<file path="src/rtl/traffic_gen_master.sv">
// traffic_gen_master: write/read/write+verify bus-traffic generator; watchdog option via TRAFFIC_GEN_TIMEOUT_EN.
// Latency: 4 cycles per transfer minimum (ISSUE, 2x WAIT, NEXT) plus 2 per run; verify runs two passes.
// Backpressure: one request outstanding; WAIT holds until dready (second WAIT cycle on) or watchdog expiry.
module traffic_gen_master #(
    parameter int                    ADDR_WIDTH     = 16,
    parameter int                    DATA_WIDTH     = 8,
    parameter int                    NUM_TXN        = 8,
    parameter logic [ADDR_WIDTH-1:0] ADDR_BASE      = 16'h0000,
    parameter logic [ADDR_WIDTH-1:0] ADDR_STRIDE    = 16'h1001,
    parameter int                    CNT_WIDTH      = 8,
    parameter int                    TIMEOUT_CYCLES = 1024
) (
    input  logic                           clk,
    input  logic                           rstn,
    input  logic                           start,
    input  logic [1:0]                     mode,
    input  logic [$clog2(NUM_TXN+1)-1:0]   len,
    input  logic [DATA_WIDTH-1:0]          seed,
    output logic [ADDR_WIDTH-1:0]          daddr,
    output logic [DATA_WIDTH-1:0]          dwdata,
    output logic                           dmode,
    output logic                           dvalid,
    input  logic                           dready,
    input  logic [DATA_WIDTH-1:0]          drdata,
    output logic                           ready,
    output logic                           done,
    output logic [CNT_WIDTH-1:0]           err_count,
    output logic [CNT_WIDTH-1:0]           txn_count,
`ifdef TRAFFIC_GEN_TIMEOUT_EN
    output logic                           timeout,
`endif
    input  logic [$clog2(NUM_TXN)-1:0]     buf_idx,
    output logic [DATA_WIDTH-1:0]          buf_data
);

    localparam int                   LEN_W   = $clog2(NUM_TXN + 1);
    localparam int                   IDX_W   = $clog2(NUM_TXN);
    localparam logic [LEN_W-1:0]     MAX_LEN = LEN_W'(NUM_TXN);
    localparam logic [CNT_WIDTH-1:0] CNT_MAX = '1;

    typedef enum logic [2:0] {IDLE, ISSUE, WAIT, NEXT, FIN} state_t;
    state_t state, state_nxt;

    logic [LEN_W-1:0]      eff_len;
    logic [IDX_W-1:0]      idx;
    logic [DATA_WIDTH-1:0] seed_q;
    logic                  pass;
    logic                  mode_rd;
    logic                  mode_vfy;
    logic                  wait_first;
    logic [DATA_WIDTH-1:0] rbuf [NUM_TXN];

    logic last_idx;
    logic xfer_done;
    logic rd_pass;
    logic run_go;
    logic wd_abort;

    assign last_idx  = (LEN_W'(idx) + LEN_W'(1)) == eff_len;
    assign rd_pass   = mode_rd || pass;
    assign xfer_done = (state == WAIT) && !wait_first && dready;
    assign run_go    = (state == IDLE) && start && (len != '0);

    assign dvalid = (state == ISSUE);
    assign ready  = (state == IDLE);
    assign done   = (state == FIN);

`ifdef TRAFFIC_GEN_TIMEOUT_EN
    localparam int WD_W = $clog2(TIMEOUT_CYCLES + 1);
    logic [WD_W-1:0] wd_cnt;

    // wd_cnt holds the number of WAIT cycles already spent, so the compare fires on cycle TIMEOUT_CYCLES
    assign wd_abort = (state == WAIT) && !xfer_done && (wd_cnt == WD_W'(TIMEOUT_CYCLES - 1));

    always_ff @(posedge clk) begin
        if (!rstn) begin
            wd_cnt  <= '0;
            timeout <= 1'b0;
        end else begin
            if (state == ISSUE)
                wd_cnt <= '0;
            else if (state == WAIT)
                wd_cnt <= wd_cnt + 1'b1;
            if ((state == IDLE) && start)
                timeout <= 1'b0;
            else if (wd_abort)
                timeout <= 1'b1;
        end
    end
`else
    assign wd_abort = 1'b0;
`endif

    always_ff @(posedge clk) begin
        if (!rstn)
            state <= IDLE;
        else
            state <= state_nxt;
    end

    always_comb begin
        state_nxt = state;
        case (state)
            IDLE:    if (start) state_nxt = (len == '0) ? FIN : ISSUE;
            ISSUE:   state_nxt = WAIT;
            WAIT: begin
                if (xfer_done)
                    state_nxt = NEXT;
                else if (wd_abort)
                    state_nxt = FIN;
            end
            NEXT:    state_nxt = (last_idx && !(mode_vfy && !pass)) ? FIN : ISSUE;
            FIN:     state_nxt = IDLE;
            default: state_nxt = IDLE;
        endcase
    end

    // Address and data advance incrementally, so daddr/dwdata are stable from ISSUE through WAIT
    always_ff @(posedge clk) begin
        if (!rstn) begin
            daddr      <= ADDR_BASE;
            dwdata     <= '0;
            dmode      <= 1'b0;
            eff_len    <= '0;
            idx        <= '0;
            seed_q     <= '0;
            pass       <= 1'b0;
            mode_rd    <= 1'b0;
            mode_vfy   <= 1'b0;
            wait_first <= 1'b0;
            err_count  <= '0;
            txn_count  <= '0;
        end else begin
            case (state)
                IDLE: begin
                    if (run_go) begin
                        eff_len   <= (len > MAX_LEN) ? MAX_LEN : len;
                        mode_rd   <= (mode == 2'b00);
                        mode_vfy  <= (mode == 2'b10);
                        seed_q    <= seed;
                        pass      <= 1'b0;
                        idx       <= '0;
                        err_count <= '0;
                        txn_count <= '0;
                        daddr     <= ADDR_BASE;
                        dwdata    <= seed;
                        dmode     <= (mode != 2'b00);
                    end
                end
                ISSUE: wait_first <= 1'b1;
                WAIT: begin
                    wait_first <= 1'b0;
                    if (xfer_done) begin
                        if (txn_count != CNT_MAX)
                            txn_count <= txn_count + 1'b1;
                        if (mode_vfy && pass && (drdata != dwdata) && (err_count != CNT_MAX))
                            err_count <= err_count + 1'b1;
                    end
                end
                NEXT: begin
                    if (last_idx) begin
                        if (mode_vfy && !pass) begin
                            pass   <= 1'b1;
                            idx    <= '0;
                            daddr  <= ADDR_BASE;
                            dwdata <= seed_q;
                            dmode  <= 1'b0;
                        end
                    end else begin
                        idx    <= idx + 1'b1;
                        daddr  <= daddr + ADDR_STRIDE;
                        dwdata <= dwdata + 1'b1;
                    end
                end
                default: ;
            endcase
        end
    end

    always_ff @(posedge clk) begin
        if (xfer_done && rd_pass)
            rbuf[idx] <= drdata;
    end

    if ((1 << IDX_W) > NUM_TXN) begin : g_idx_guard
        assign buf_data = (buf_idx < IDX_W'(NUM_TXN)) ? rbuf[buf_idx] : '0;
    end else begin : g_idx_full
        assign buf_data = rbuf[buf_idx];
    end

endmodule
</file>
<file path="config.mk">
export PLATFORM = sky130hd
export DESIGN_NAME = traffic_gen_master
export DESIGN_NICKNAME = d
export VERILOG_FILES = /design/src/rtl/traffic_gen_master.sv
export SDC_FILE = /design/constraint.sdc
export NUM_CORES = 1
export LEC_CHECK = 0
export ABC_AREA = 1
export CAP_MARGIN = 20
export CORE_MARGIN = 5
export CORE_UTILIZATION = 50
export CTS_CLUSTER_DIAMETER = 60
export DETAILED_ROUTE_END_ITERATION = 8
export PLACE_DENSITY = 0.75
export SETUP_SLACK_MARGIN = 0.1
export SLEW_MARGIN = 10
export SYNTH_ARGS = -nofsm -noshare
export SYNTH_HDL_FRONTEND = slang
export SYNTH_SLANG_ARGS = --single-unit
</file>
<file path="constraint.sdc">
create_clock -name clk -period 2 [get_ports clk]
set_input_delay 0.5 -clock clk [delete_from_list [all_inputs] [get_ports clk]]
set_output_delay 0.5 -clock clk [all_outputs]
set_load 0.05 [all_outputs]
</file>
==> results of run 1 <==
-- per-stage QoR --
stage,area [sq um],hold WS (ps)
final,8750,464
after CTS,8530,466
after global placement,7590,449
after global routing,8750,486
after detailed placement,7590,454
after floorplan,6230,443
-- timing repair --
action	CTS	global route
setup buffers	1	8
resized for setup	101	55
endpoints found under the hold margin	0	0
pin swaps	27	28
cloned	7	0
setup endpoints to repair	23	104
-- critical path: cells and delay by family --
family                 cells  cell delay, ps
AO/OA/AOI/OAI              3             390
buffers and inverters      4             460
AND/OR/NAND/NOR            1             160
-- flip-flops by register name (all words and copies together), names as in the netlist --
name	cells
mode_vfy	1
seed_q	8
dmode	1
daddr	16
state	3
mode_rd	1
wait_first	1
err_count	8
dwdata	8
pass	1
eff_len	4
idx	3
rbuf	64
txn_count	8
-- cells by family after synthesis --
| kind of cell | count (synthesis) |
|---|---|
| flip-flops | 127 |
| AND/OR/NAND/NOR | 373 |
| AO/OA/AOI/OAI | 124 |
| adder cells (fa/ha/maj) | 5 |
| XOR/XNOR | 21 |
| buffers and inverters | 89 |
-- layer usage --
metal  vias to the layer above  wire length [microns]  GRT usage  part of all wire
met5                         -                      0          0                 0
met4                         0                    455     0.0902             0.026
met3                        40                    944     0.0518             0.055
met2                       195                   8930      0.429              0.52
met1                      2661                   6860      0.280              0.40
li1                       2749                      -          -                 -
-- final timing paths --
kind | start | to | slack (ps) | cells after the start
setup / recovery | buf_idx[0] | buf_data[4] | -20 | 8
setup reg to reg | state[2] | rbuf[2][2] | 140 | 10
hold reg to reg | daddr[0] | daddr[0] | 460 | 1
hold / removal | daddr[0] | daddr[0] | 460 | 1
-- cells in the mapped netlist, drive strengths merged --
master / instances / area, sq um
nand2: 152 / 578
nor2: 137 / 532
edfxtp: 64 / 1920
dfxtp: 63 / 1260
inv: 61 / 229
a21oi: 51 / 270
nand3: 48 / 253
o21ai: 47 / 246
clkbuf: 17 / 63.8
nor3: 16 / 80.1
xor2: 15 / 131
buf: 10 / 70.1
a31oi: 9 / 56.3
or2: 9 / 58.8
o22ai: 8 / 50.1
a211oi: 7 / 52.6
nand4: 7 / 43.8
xnor2: 6 / 52.6
ha: 5 / 62.6
nand3b: 2 / 15.0
nor3b: 2 / 15.0
a22oi: 1 / 7.51
clkinv: 1 / 5.00
o211ai: 1 / 7.51
-- power groups by stage --
stage          logic (uW)  clock network [uW]  registers [uW]
2_1_floorplan         776                   0            3180
3_3_place_gp         1530                   0            2990
3_5_place_dp         1560                   0            3000
4_1_cts              1670                3140            2940
5_1_grt              1890                3260            2970
6_report             1770                3120            2950
-- layout by cell type, fill, tap and decap left out, types with 3 or more instances in the layout --
cell type / count
a211oi_1: 7
a21oi_1: 48
a31oi_4: 8
buf_12: 22
buf_16: 4
buf_4: 90
buf_6: 8
bufinv_16: 3
clkbuf_16: 17
clkdlybuf4s50_1: 22
clkinv_4: 3
clkinvlp_4: 4
dfxtp_1: 54
dfxtp_2: 7
dlygate4sd2_1: 3
edfxtp_1: 64
ha_1: 3
inv_1: 52
inv_2: 3
inv_4: 5
nand2_1: 145
nand2_2: 5
nand3_1: 46
nand4_1: 7
nor2_1: 109
nor2_2: 23
nor2_4: 5
nor3_1: 10
nor3_2: 4
o21ai_0: 16
o21ai_1: 6
o21ai_2: 23
o22ai_1: 3
o22ai_2: 5
or2_2: 7
xnor2_1: 6
xor2_1: 14
-- area by class of cell --
cell class              instances  area [sq um]
inverters                      62           259
fillers                       831          3210
well taps                     147           184
clock inverters                14           168
multi-input cells             523          2930
repair buffers                152          1590
clock buffers                  18           429
flip-flops and latches        127          3200
==> run summary, run 1 <==
Synthesis produced a netlist with a net count of 773. The setup path with the least slack is of type input pin to output pin. The flow ran to the end, but the final reports show violations. Traced cell by cell, the critical path runs through buf_12 > inv_12 > buf_12 > o21ai_0 > o22ai_1 > nor2_2 > a31oi_4 > buf_12. Counting every sink on the clock net gives 127.

After detailed routing, the average wire length per cell comes to 16.5 microns. The final hold violation count was 0; the worst-margin pin slew was 431 ps. The logs give 1,043 for the count of non-filler cells in the finished layout and 0 for the post-route antenna net violation count. The slowest stage of the critical path belongs to the cell o21ai_0.

The fraction of power spent switching nets was 0.297; the worst slack at placement was -535 ps. The count of port buffers added during placement is 80, and the time the worst path needs with I/O delays and setup is 2020 ps. The number of global-route vias before repair was 5,620. Summed over all layers, the routed wires come to 17,200 microns. For the share of power burned in registers, the log shows 0.376. The all-layer global routing usage is 0.240, and the ratio of cells with drive above 1 in the final layout is 0.300.

The cell area that synthesis handed to floorplanning was 0.00606 sq mm. TritonCTS built the clock tree. A synthesized cell averages 8.20 sq um. The share of the synthesized area in compound gates (AO/OA/AOI/OAI) is 0.114.

The tools report the data arrival time of the critical path as 1520 ps. The final clock period utilization by the worst path is 1.01, and the minimum setup slack in the final design is -17.7 ps. The tightest min-delay check is of the flip-flop to flip-flop type. The xor/xnor share of the synthesized area works out to 0.0303. The logs give 996 for the cell total after placement and 4 for the deepest level of the CTS H-tree. The run gives 0.0120 sq mm as the core box area. At the later pin of the worst-skew pair, clock insertion delay measures 420 ps. Summed over all cells, the static leakage comes to 0.00348 uW. For the maximum number of pins on one net before global-route repair, the log shows 30. Synthesis inferred 127 register bits. The tools report the number of buffers on the longest clock path as 2.

Clock skew on the completed layout was measured at 11.9 ps. The largest fanout on the critical path was 8. The tools report the number of buffers created by CTS as 17. For this run, the slowest stage of the critical path takes 220 ps. The die is 120 microns wide. The pre-antenna-repair detailed-routing pass consisted of 5 iterations. The count of pins over their slew limit was 0. The tools report the total power consumption of the routed design as 7840 uW. Setup repair after global routing could not meet its margin everywhere. The sequential element share of the synthesized area is 0.525, and the power per standard cell area is 895 mW/mm^2.

Summing over every cut layer, the via total after detailed routing is 5,645. After global routing the overflow that remains totals 0. Combinational cell fraction of total power: 0.225.

The mux contribution to synthesized area was 0; the die area was 0.0144 sq mm. The worst relative slew slack is 0.710, and the per-cell via count in the routed design is 5.41. For this block, the initial DRC count from the detailed router was 487.

The logs give 37 for the count of unique library cells instantiated by Yosys and 0 for the number of violations of the max-capacitance limit. After synthesis, the largest family of logic cells by area is simple AND/OR/NAND/NOR gates. The area growth from synthesis to layout is 44.4%. In this run the power spent charging and discharging nets is 2330 uW. In this design, the critical path's most frequently occurring cell is buf_12. Clock tree synthesis selected as its root buffer the cell clkbuf_16. STA classifies the critical path endpoint as an output pin. The clock power share is 0.398. In this run, post-CTS hold repair placed 0 buffers. Simple-gate share of the synthesized area: 0.260. The logs give 40 for the number of core rows and 2 for the setup-violating endpoint count in the final report.

The logs give 0.496 GHz for the maximum operating frequency and 0.877 for the final weighted congestion of routability-driven global placement. The final design utilization was 0.732. The run gives 0.507 as the starting utilization of the core area. Yosys printed 0 warnings.

Clock-pin slew was measured on the worst setup and hold paths at 50 ps. Once detailed placement completed, the half-perimeter wirelength came to 11,200 microns. The height of the die came out at 120 microns. Instance count of the mapped netlist: 739.

For this design the top-level I/O count stands at 81. The final reports fail on negative setup slack. Setup total negative slack on the finished layout was measured at -26.1 ps.

0 antenna diodes ended up in the layout. At the worst endpoint, the required time is 1500 ps. The worst setup path is launched from an input pin. The DRC violation count after routing was 0; the number of nets at the end of the flow was 917. For the initial antenna violation count, the log shows 0. The worst supply voltage drop on vdd is 566 uV, and the arithmetic-cell share of the synthesized area counting full adders, half adders and majority gates is 0.0103.

The first global-routing pass estimated 27,400 microns of wire. The internal portion of the total power is 5510 uW.
No activity file was read; power rests on OpenSTA's default activity.
==> run 2, diff against run 1 <==
Settings changed: TNS_END_PERCENT from default to 30.
==> run 2 against run 1 <==
- the flow still finishes with violations (negative setup slack)
- register-to-register slack lost 20 ps
- global-route usage is 1.1 points lower
- critical path depth stayed put
- first-iteration DRC count increased by 4.3%
- combinational power shrank 2%
- critical endpoint is now buf_data[0]
==> run summary, run 2 (synthesis gave the netlist of run 1 again) <==
The deepest level of the CTS H-tree was 4 (unchanged); the met1 capacity usage during global routing was 0.273 (-0.00696). The maximum number of pins on one net before global-route repair is 27 (-10%). The combined area of the multi-input logic cells came out at 0.00299 sq mm (+2.1%). The logs give 0 (unchanged) for the count of pins over their slew limit and 0.884 (+0.74%) for the final weighted congestion of routability-driven global placement. The height of the die is 120 microns (unchanged), and the CTS sink count is 127 (unchanged).

For the final hold violation count, the log shows 0 (unchanged). The count of fill cells added during filler insertion was 850 (+2.3%). Global-route wire length before repair: 26,100 microns (-4.8%).

The met3 routing resource usage after global routing is 0.0551 (+0.00330). The met2 demand-to-capacity share in global routing was 0.397 (-0.0327). The logs give 0.228 (-0.0113) for the all-layer global routing usage and 0.00319 sq mm (-0.31%) for the sequential standard cell area.

The tools report the minimum setup slack in the final design as -36.4 ps (-18.7 ps). Worst clock skew: 9.85 ps (-2.06 ps). The number of violations of the max-capacitance limit is 0 (unchanged). In this run the most used layer during global routing was met2. The logs give 508 (+4.3%) for the iteration-0 DRC count of the detailed router and 0.0144 sq mm (unchanged) for the die area. The logs give 0 (unchanged) for the hold buffer count at CTS and 0.491 GHz (-0.92%) for the maximum operating frequency.

The ratio of cells with drive above 1 in the final layout came out at 0.272 (-0.0287). The logs give 1 (-1) for the setup-violating endpoint count in the final report and 495 uV (-12%) for the worst supply voltage drop on vdd. The flip-flop count of the largest register after layout was 64 (unchanged); the post-CTS clock slew at the launch and capture registers of the worst setup and hold paths was 50 ps (about the same).

The post-DP HPWL was 11,200 microns (-0.27%); the number of detailed-routing iterations run before antenna repair was 6 (+1). The run finished, with violations left. The total congestion overflow after global routing was 0 (unchanged); the signed area change from the synthesized netlist to the final layout was 44.4% (about the same). The tools report the starting utilization of the core area as 0.507 (unchanged). Setup repair after global routing could not meet its margin everywhere. Die outline width: 120 microns (unchanged).

The number of global-route vias before repair came out at 5,462 (-2.8%). The number of core rows is 40 (unchanged). The required time of the critical path is 1500 ps (about the same). The final reports fail on negative setup slack. CTS placed an instance of clkbuf_16 at the clock tree root. The tools report the DRC violation count after routing as 0 (unchanged). The type of the worst min-delay path is flip-flop to flip-flop.

Leakage power total: 0.00351 uW (+0.80%). The post-route worst hold slack came out at 473 ps (+8.97 ps). The worst setup path is captured at an output pin.

Per-cell via count in the routed design: 5.49 (+1.4%). Largest fanout on the critical path: 6 (-2). The final clock period utilization by the worst path works out to 1.02 (+0.00936). The logs give 2 (unchanged) for the number of buffers on the longest clock path and 916 (-0.11%) for the number of nets at the end of the flow.

The post-route antenna net violation count is 0 (unchanged). In the layout the commonest cells are 149 x nand2_1, 113 x nor2_1, 91 x buf_4, 64 x edfxtp_1, 58 x dfxtp_1. The tools report the worst-skew pair later-pin latency as 420 ps (about the same). The final wirelength is 17,600 microns (+2.5%), and the count of port buffers added during placement is 80 (unchanged). The worst-margin pin slew is 423 ps (-8.51 ps), and the instance area after placement is 0.00753 sq mm (-0.79%).

TritonCTS built the clock tree. The worst setup path is of the input pin to output pin kind. The power per standard cell area works out to 862 mW/mm^2 (-3.7%). The logs give 0.00876 sq mm (about the same) for the final design area excluding fillers and 0 (unchanged) for the final antenna diode count. The initial antenna violation count is 0 (unchanged), and the count of vias placed by the detailed router is 5,721 (+1.3%).

The tools report the startpoint type of the worst setup path as an input pin. The worst relative slew slack came out at 0.716 (+0.00571). Detailed-route wire length per cell: 16.9 microns (+2.6%). The leading cell type in the layout, fill and taps excluded is nand2_1. The core box area was 0.0120 sq mm (unchanged); the data arrival time of the critical path was 1540 ps (+20 ps). The time the worst path needs with I/O delays and setup is 2040 ps (+18.7 ps), and the number of buffers created by CTS is 17 (unchanged). The I/O pin count came out at 81 (unchanged). The run gives -36.4 ps (-10.3 ps) as the final total negative setup slack. More flip-flops sit in one register than any other, and that register is rbuf.

In the final layout, the registers with the most flip-flops are rbuf (64), daddr (16).
-- run 2: cell types whose count changed in the layout (fill, tap and decap cells not counted), moves of 4 or more --
| cell | before | now |
|---|---|---|
| o21ai_2 | 23 | 7 |
| o21ai_1 | 6 | 11 |
| nand2_1 | 145 | 149 |
| inv_4 | 5 | 1 |
| clkbuf_1 | 1 | 6 |
| clkbuf_16 | 17 | 21 |
| nor2_4 | 5 | 9 |
| dfxtp_1 | 54 | 58 |
| nor2_2 | 23 | 15 |
| buf_12 | 22 | 17 |
| nor2_1 | 109 | 113 |
| o21ai_4 | 2 | 16 |
-- run 2: routing by layer --
metal	share of wire	routed length, microns
met1	0.39	6950
met4	0.028	497
met3	0.060	1060
met2	0.52	9110
met5	0	0
-- run 2: what timing repair did --
| item | CTS | global route |
|---|---|---|
| pin swaps | 12 | 35 |
| endpoints found under the setup margin | 10 | 108 |
| buffers inserted | 2 | 3 |
| gates cloned | 5 | 4 |
| gates resized for setup | 68 | 93 |
-- run 2: critical path, cell delays in order --
cell	delay, ps
buf_12	120
buf_8	120
buf_4	130
nor2_2	60
nor2_4	130
o21ai_4	70
a31oi_4	230
buf_12	160
-- run 2: path summary, 6_finish.rpt --
| path | from | to | slack (ps) | cells past startpoint |
|---|---|---|---|---|
| worst max register to register | state[2] | rbuf[3][6] | 120 | 10 |
| worst min register to register | seed_q[5] | seed_q[5] | 470 | 2 |
| worst min-delay path | seed_q[5] | seed_q[5] | 470 | 2 |
| worst max-delay path | buf_idx[0] | buf_data[0] | -40 | 8 |
-- run 2: cell type report --
cell class / instances / area share
clock buffers: 26 / 0.0559
flip-flops and latches: 127 / 0.364
inverters: 62 / 0.0284
multi-input cells: 523 / 0.342
well taps: 147 / 0.0210
repair buffers: 151 / 0.182
clock inverters: 6 / 0.00686
-- run 2: report_power, final --
part           total [uW]  internal [uW]  switching, uW
combinational        1730            692           1040
clock                2870           1800           1070
sequential           2950           2840            110
-- run 2: through the flow --
| stage | power (uW) | worst slack (ps) | util | std cells |
|---|---|---|---|---|
| after detailed placement | 4550 | -515 | 0.629 | 996 |
| after floorplan | 3950 | -55.1 | - | 739 |
| final | 7550 | -36.4 | 0.732 | 1042 |
| after global placement | 4510 | -427 | 0.629 | 996 |
| after global routing | 7850 | -66.6 | 0.732 | 1042 |
| after CTS | 7450 | 2.39 | 0.693 | 1035 |
==> run 3, diff against run 2 <==
Settings changed: CAP_MARGIN 20 to default, CTS_CLUSTER_SIZE from default to 30.
==> results of run 3 <==
The final DEF is identical to that of run 2; final timing and power are the same.
